--- src/rtl/tdc_meas_seq.sv ---
// tdc_meas_seq: burst measurement sequencer for a TDC; accumulates sum/avg (and min/max when
// TDC_SEQ_MINMAX_EN is defined) over 2^LOG2_MEAS hamming-weight samples behind a valid/ready port.
module tdc_meas_seq #(
    parameter int N         = 64,
    parameter int N_SYNC    = 2,
    parameter int PC_LAT    = 1,
    parameter int LOG2_MEAS = 4,
    localparam int HW_W     = $clog2(N) + 1,
    localparam int SUM_W    = $clog2(N) + LOG2_MEAS + 1
) (
    input  logic              clk,
    input  logic              rst,
    input  logic              start,
    output logic              busy,
    output logic              tdc_en,
    output logic              tdc_pg_tog,
    input  logic [HW_W-1:0]   tdc_hw,
    output logic              res_valid,
    input  logic              res_ready,
    output logic [SUM_W-1:0]  res_sum,
    output logic [HW_W-1:0]   res_avg,
    output logic [HW_W-1:0]   res_min,
    output logic [HW_W-1:0]   res_max
);
    localparam int LAT = N_SYNC + PC_LAT;
    localparam int WCW = $clog2(LAT + 1);

    typedef enum logic [2:0] {IDLE, ARM, LAUNCH, WAIT, SAMPLE, DONE} state_t;

    state_t               state_q, state_d;
    logic [WCW-1:0]       wcnt_q, wcnt_d;
    logic [LOG2_MEAS-1:0] scnt_q, scnt_d;
    logic [SUM_W-1:0]     sum_q, sum_d;
    logic                 busy_q, busy_d, en_q, en_d, tog_q, tog_d, valid_q, valid_d;

    always_comb begin
        state_d = state_q;
        wcnt_d  = wcnt_q;
        scnt_d  = scnt_q;
        sum_d   = sum_q;
        case (state_q)
            IDLE: if (start) begin
                state_d = ARM;
                scnt_d  = '0;
                sum_d   = '0;
            end
            ARM: state_d = LAUNCH;
            LAUNCH: begin
                state_d = WAIT;
                wcnt_d  = WCW'(LAT);
            end
            WAIT: begin
                state_d = (wcnt_q == '0) ? SAMPLE : WAIT;
                wcnt_d  = (wcnt_q == '0) ? wcnt_q : wcnt_q - 1'b1;
            end
            SAMPLE: begin
                sum_d   = sum_q + SUM_W'(tdc_hw);
                scnt_d  = scnt_q + 1'b1;
                state_d = (scnt_q == '1) ? DONE : LAUNCH;
            end
            DONE: state_d = res_ready ? IDLE : DONE;
            default: state_d = IDLE;
        endcase
        // Outputs are registered, so they are decoded from the state being entered.
        busy_d  = state_d != IDLE;
        en_d    = state_d inside {ARM, LAUNCH, WAIT, SAMPLE};
        tog_d   = state_d == LAUNCH;
        valid_d = state_d == DONE;
    end

    always_ff @(posedge clk or negedge rst) begin
        if (!rst) begin
            state_q <= IDLE;
            wcnt_q  <= '0;
            scnt_q  <= '0;
            sum_q   <= '0;
            busy_q  <= 1'b0;
            en_q    <= 1'b0;
            tog_q   <= 1'b0;
            valid_q <= 1'b0;
        end else begin
            state_q <= state_d;
            wcnt_q  <= wcnt_d;
            scnt_q  <= scnt_d;
            sum_q   <= sum_d;
            busy_q  <= busy_d;
            en_q    <= en_d;
            tog_q   <= tog_d;
            valid_q <= valid_d;
        end
    end

    assign busy       = busy_q;
    assign tdc_en     = en_q;
    assign tdc_pg_tog = tog_q;
    assign res_valid  = valid_q;
    assign res_sum    = sum_q;
    assign res_avg    = HW_W'(sum_q >> LOG2_MEAS);

`ifdef TDC_SEQ_MINMAX_EN
    logic [HW_W-1:0] min_q, min_d, max_q, max_d;

    always_comb begin
        min_d = (state_q == IDLE && start) ? '1 :
                (state_q == SAMPLE && tdc_hw < min_q) ? tdc_hw : min_q;
        max_d = (state_q == IDLE && start) ? '0 :
                (state_q == SAMPLE && tdc_hw > max_q) ? tdc_hw : max_q;
    end

    always_ff @(posedge clk or negedge rst) begin
        if (!rst) begin
            min_q <= '0;
            max_q <= '0;
        end else begin
            min_q <= min_d;
            max_q <= max_d;
        end
    end

    assign res_min = min_q;
    assign res_max = max_q;
`else
    assign res_min = '0;
    assign res_max = '0;
`endif
endmodule

--- config.mk ---
export PLATFORM = sky130hd
export DESIGN_NAME = tdc_meas_seq
export DESIGN_NICKNAME = d
export VERILOG_FILES = /design/src/rtl/tdc_meas_seq.sv
export SDC_FILE = /design/constraint.sdc
export NUM_CORES = 1
export LEC_CHECK = 0
export CORE_ASPECT_RATIO = 1.25
export CORE_UTILIZATION = 30
export CTS_BUF_LIST = sky130_fd_sc_hd__clkbuf_8
export CTS_CLUSTER_SIZE = 16
export DETAILED_ROUTE_END_ITERATION = 7
export HOLD_SLACK_MARGIN = 0.05
export PLACE_DENSITY = 0.64
export SYNTH_ARGS = -nofsm -noshare
export SYNTH_HDL_FRONTEND = slang
export SYNTH_SLANG_ARGS = --single-unit
--- constraint.sdc ---
create_clock -name clk -period 2.8 [get_ports clk]
set_clock_uncertainty 0.2 [all_clocks]
set_input_delay 0.7 -clock clk [delete_from_list [all_inputs] [get_ports clk]]
set_output_delay 0.7 -clock clk [all_outputs]
set_load 0.05 [all_outputs]
# Word-level counts from Yosys, hierarchy flattened
# Cells that the tools add are included.
# classes
n_eq_ne,13
reduce_logical,8
addsub,3
n_mux,11
# ops
op,n
$pmux W11 S2,1
$pmux W3 S6,1
$eq A3 B2 Y1 const B,4
$eq A3 B3 Y1 const B,4
$mux W3,4
$add A11 B7 Y11,1
$mux W11,1
$pmux W4 S2,1
$eq A3 B1 Y1 const B,2
$add A4 B1 Y4 const B,1
$eq A4 B4 Y1 const B,1
$mux W4,1
$ne A2 B2 Y1 const B,2
$pmux W2 S2,1
$reduce_and A2 Y1,2
$reduce_bool A2 Y1,2
$reduce_bool A4 Y1,1
$logic_not A3 Y1,1
$reduce_bool A3 Y1,1
$logic_not A2 Y1,1
$mux W2,1
$sub A2 B1 Y2 const B,1
# word_totals
word_cells,43
regBits,24

# Longest topological paths before layout
# depth
ltp_word,5
depth_mapped,8
mapped_depth_nobuf,8

# Worst setup path after synthesis
# OpenSTA, ideal clock, no wires.
# synth_path
kind,reg-to-reg
start,register sum_q[0] (netlist: res_sum[0])
end,register sum_q[10] (netlist: res_sum[10])
setup_time_ns,0.145
t_arrival_ns,2.091
period_less_slack_ns,2.436
setup_slack_ns,0.364
required_ns,2.455
stages_incl_launch_ff,9
path_cell_list,dfrtp_1 -> ha_1 -> inv_1 -> fa_1 -> nand2b_1 -> a21oi_2 -> o221ai_2 -> o211ai_1 -> o31ai_1
# synth_via
elab_chain_len,2
# synth_lines
item,line_no,text
"start, declared",33,"logic [SUM_W-1:0] sum_q, sum_d;"
"start signal, assigned",85,sum_q <= sum_d;
$add A11 B7 Y11,57,sum_d = sum_q + SUM_W'(tdc_hw);
$pmux W11 S2,41,case (state_q)
# Every way passes these cells.
# A chain may end at the register's enable or synchronous reset.

# Worst setup path after layout
# layout_path
start,input port tdc_hw[0]
end,register sum_q[10] (netlist: res_sum[10])
# layout_via
elab_chain_len,2
# layout_lines
item,line_no,text
"start, declared",17,"input logic [HW_W-1:0] tdc_hw,"
$add A11 B7 Y11,57,
$pmux W11 S2,41,
# Every way passes these cells.

==> metrics <==
internal power summed over all cells=0.930 mW; clock tree from TritonCTS=built; synthesized area per cell=9.87 µm²; status=completed; Worst Path Max Fanout=4; Post-Syn Instances=154; Post-CTS Setup Repair Bufs=0; number of diodes added for antenna fixing=0; leading cell type in the layout, fill and taps excluded=sky130_fd_sc_hd__clkdlybuf4s50_1; Final nets=205; Critical Path End Type=register; count of hold-fix buffers inserted at cts=0; post-place instance area=1800 µm²; Routed wire per std cell=11.5 µm; DRC violation count after routing=0; share of the synthesized area in the top cell type=39.5%; YS warnings=0; maximum number of pins on one net before global-route repair=25; Initial Utilization=31.7%; buffer depth of the longest clock path=2; horizontal die dimension=65.7 µm; Startpoint Class=input pin; Worst-Margin Slew=0.505 ns; post-CTS sizing=0; Worst Setup Slack, final=0.168 ns; Clock power frac=13.6%; part of the total power dissipated in combinational logic=53.2%; largest area contributor in the netlist=sky130_fd_sc_hd__dfrtp_1; data required time at the worst endpoint=2.74 ns; Net Switching=0.797 mW; final instance area=1860 µm²; root buffer selected by CTS=sky130_fd_sc_hd__clkbuf_8; die boundary height=81.6 µm; MaxCap Viol Count=0; initial antenna violation count=0; minimum setup slack among reg-to-reg paths=0.66 ns; number of detailed-route iterations in the first pass=4; cells taking the most area after synthesis=sky130_fd_sc_hd__dfrtp_1 40%, sky130_fd_sc_hd__buf_4 10%, sky130_fd_sc_hd__ha_1 7.4%, sky130_fd_sc_hd__nand2_1 4.0%, sky130_fd_sc_hd__o21ai_0 3.3%; CTS H-tree lvls=1; Leak Pwr=0.842 nW; Async SR Flop Fraction=100%; sinks on the clock net=24; Final ANT Viol Nets=0; prevailing post-synth register cell=sky130_fd_sc_hd__dfrtp_1; final core occ=38.7%; area added between synthesis and finish=22.2%; cell type of the slowest stage on the worst timing path=sky130_fd_sc_hd__clkdlybuf4s50_1; peak per-stage delay on the critical path=0.46 ns; Setup Slack @ Placement=-0.103 ns; via count of the first global-routing pass=1063; CP Cell Sequence=clkdlybuf4s50_1, ha_1, inv_1, fa_1, nand2b_1, a21oi_2, o221ai_2, o211ai_1, o31ai_1; global-route wire length before repair=4.70 mm; largest delay contributor family on the critical path=compound AO/OA/AOI/OAI gates; core footprint=4800 µm²; GRT Resource Usage Total=11.4%; critical path start-end classification=input pin to register; most frequent cells in the layout=32 x sky130_fd_sc_hd__clkdlybuf4s50_1, 24 x sky130_fd_sc_hd__dfrtp_1, 16 x sky130_fd_sc_hd__nand2_1, 14 x sky130_fd_sc_hd__conb_1, 10 x sky130_fd_sc_hd__o21ai_0; number of ports placed on the die boundary=47; Detailed Route Iter0 Violations=32; Detail Placement HPWL=2.15 mm; number of failing setup endpoints in the final timing report=0; number of enable flip-flop cells after synthesis=0; Peak supply drop=0.304 mV; Arr. time, crit path=2.58 ns; final cycle utilization of the critical path=94.0%; Vias/cell=4.66; power per cell area=930 nW/µm²; final count of hold timing violations=0; maximum frequency from static timing analysis=380 MHz; number of buffer and inverter stages on the critical path=2; normalized max-slew margin=66.3%; number of rows in the core area=28; die area=5360 µm²; fraction of the yosys area taken by sequential cells=39.5%; synthesis-stage register bit count=24; Flop pwr share=33.2%; layout cells sized above 1=9.84%; final weighted congestion of routability-driven global placement=0.802; Clk Latency, worst-skew pair=0.26 ns; buffers added on ports=32; Hold/Removal Path Class=register to register; final slew viol count=0; share of total power consumed by net switching=46.2%; Cell variety after synth=42; Routed Wire Length=2.79 mm; Final Critical Period=2.63 ns; number of buffers added by the clock tree synthesis step=3; number of vias in the routed layout=1133; total congestion overflow after global routing=0; clk slew on worst S/H paths=0.08 ns; Post-Syn Area=1520 µm²; unrepaired setup endpoints after global routing=false
## final cells by class
class | instances | area, µm²
Inverter | 7 | 28.8
Sequential cell | 24 | 601
Fill cell | 486 | 2940
Clock buffer | 4 | 55.1
Multi-Input combinational cell | 112 | 748
Timing Repair Buffer | 36 | 350
Tap cell | 60 | 75.1
## power groups by stage
stage | registers [mW] | clock network, mW | logic (mW)
floorplan | 0.732 | 0 | 0.579
global placement | 0.581 | 0 | 0.917
detailed placement | 0.583 | 0 | 0.926
CTS | 0.577 | 0.244 | 0.928
global route | 0.594 | 0.256 | 1.01
finish | 0.574 | 0.235 | 0.919
## cell families after synthesis
kind of cell / after synthesis / synth area share, %
AOI/OAI and AO/OA: 42 / 19.8
and+or+nand+nor: 40 / 13.6
xor gates and xnor gates: 3 / 1.73
muxes: 3 / 1.98
other: 1 / 0.247
DFF: 24 / 39.5
adders and majority gates: 10 / 8.72
buffers and inverters: 31 / 14.5
## stage by stage
| stage | power [mW] | setup TNS [ns] | std cells | hold slack [ns] |
|---|---|---|---|---|
| after floorplan | 1.31 | 0 | 167 | 0.204 |
| after global placement | 1.50 | -0.157 | 239 | 0.272 |
| after detailed placement | 1.51 | -0.247 | 239 | 0.278 |
| after CTS | 1.75 | 0 | 243 | 0.293 |
| after global routing | 1.86 | 0 | 243 | 0.317 |
| final | 1.73 | 0 | 243 | 0.294 |
## metal layers
layer	routed length, µm	vias to the layer above	part of all wire, %	track usage (%)
met3	114	4	4.1	1.81
met4	29	0	1.0	3.70
met5	0	-	0	0
met2	1410	31	51	20.5
li1	-	568	-	-
met1	1230	530	44	13.5
## final timing paths
path	from	endpoint	depth (start not counted)
max	tdc_hw[0]	res_sum[10]	9
min	wcnt_q[0]	wcnt_q[0]	1
max reg2reg	res_sum[0]	res_sum[10]	8
min reg2reg	wcnt_q[0]	wcnt_q[0]	1
max in group asynchronous	rst	res_sum[6]	2
min in group asynchronous	rst	res_sum[3]	2
## synthesized netlist by cell type, types with 3 or more instances
| library cell | instances |
|---|---|
| sky130_fd_sc_hd__nand2_1 | 16 |
| sky130_fd_sc_hd__o31ai_1 | 3 |
| sky130_fd_sc_hd__nand3_1 | 3 |
| sky130_fd_sc_hd__buf_4 | 21 |
| sky130_fd_sc_hd__ha_1 | 9 |
| sky130_fd_sc_hd__buf_6 | 3 |
| sky130_fd_sc_hd__o21ai_0 | 10 |
| sky130_fd_sc_hd__mux2i_1 | 3 |
| sky130_fd_sc_hd__dfrtp_1 | 24 |
| sky130_fd_sc_hd__nand2b_1 | 3 |
| sky130_fd_sc_hd__inv_1 | 6 |
| sky130_fd_sc_hd__a21oi_1 | 6 |
| sky130_fd_sc_hd__nor2_1 | 8 |
| sky130_fd_sc_hd__a22o_1 | 3 |
| sky130_fd_sc_hd__xor2_1 | 3 |
## worst reg2reg max path: stages, from the launching register on
cell and delay [ns]:
sky130_fd_sc_hd__dfrtp_1 0.39, sky130_fd_sc_hd__ha_1 0.18, sky130_fd_sc_hd__inv_1 0.05, sky130_fd_sc_hd__fa_1 0.37, sky130_fd_sc_hd__nand2b_1 0.18, sky130_fd_sc_hd__a21oi_2 0.20
sky130_fd_sc_hd__o221ai_2 0.16, sky130_fd_sc_hd__o211ai_1 0.20, sky130_fd_sc_hd__o31ai_1 0.09
## state kept, by name, indices dropped and copies added (netlist names)
| register | cells |
|---|---|
| res_sum | 11 |
| scnt_q | 4 |
| state_q | 3 |
| wcnt_q | 2 |
| busy | 1 |
| res_valid | 1 |
| tdc_en | 1 |
| tdc_pg_tog | 1 |
No activity file was read; power rests on OpenSTA's default activity.
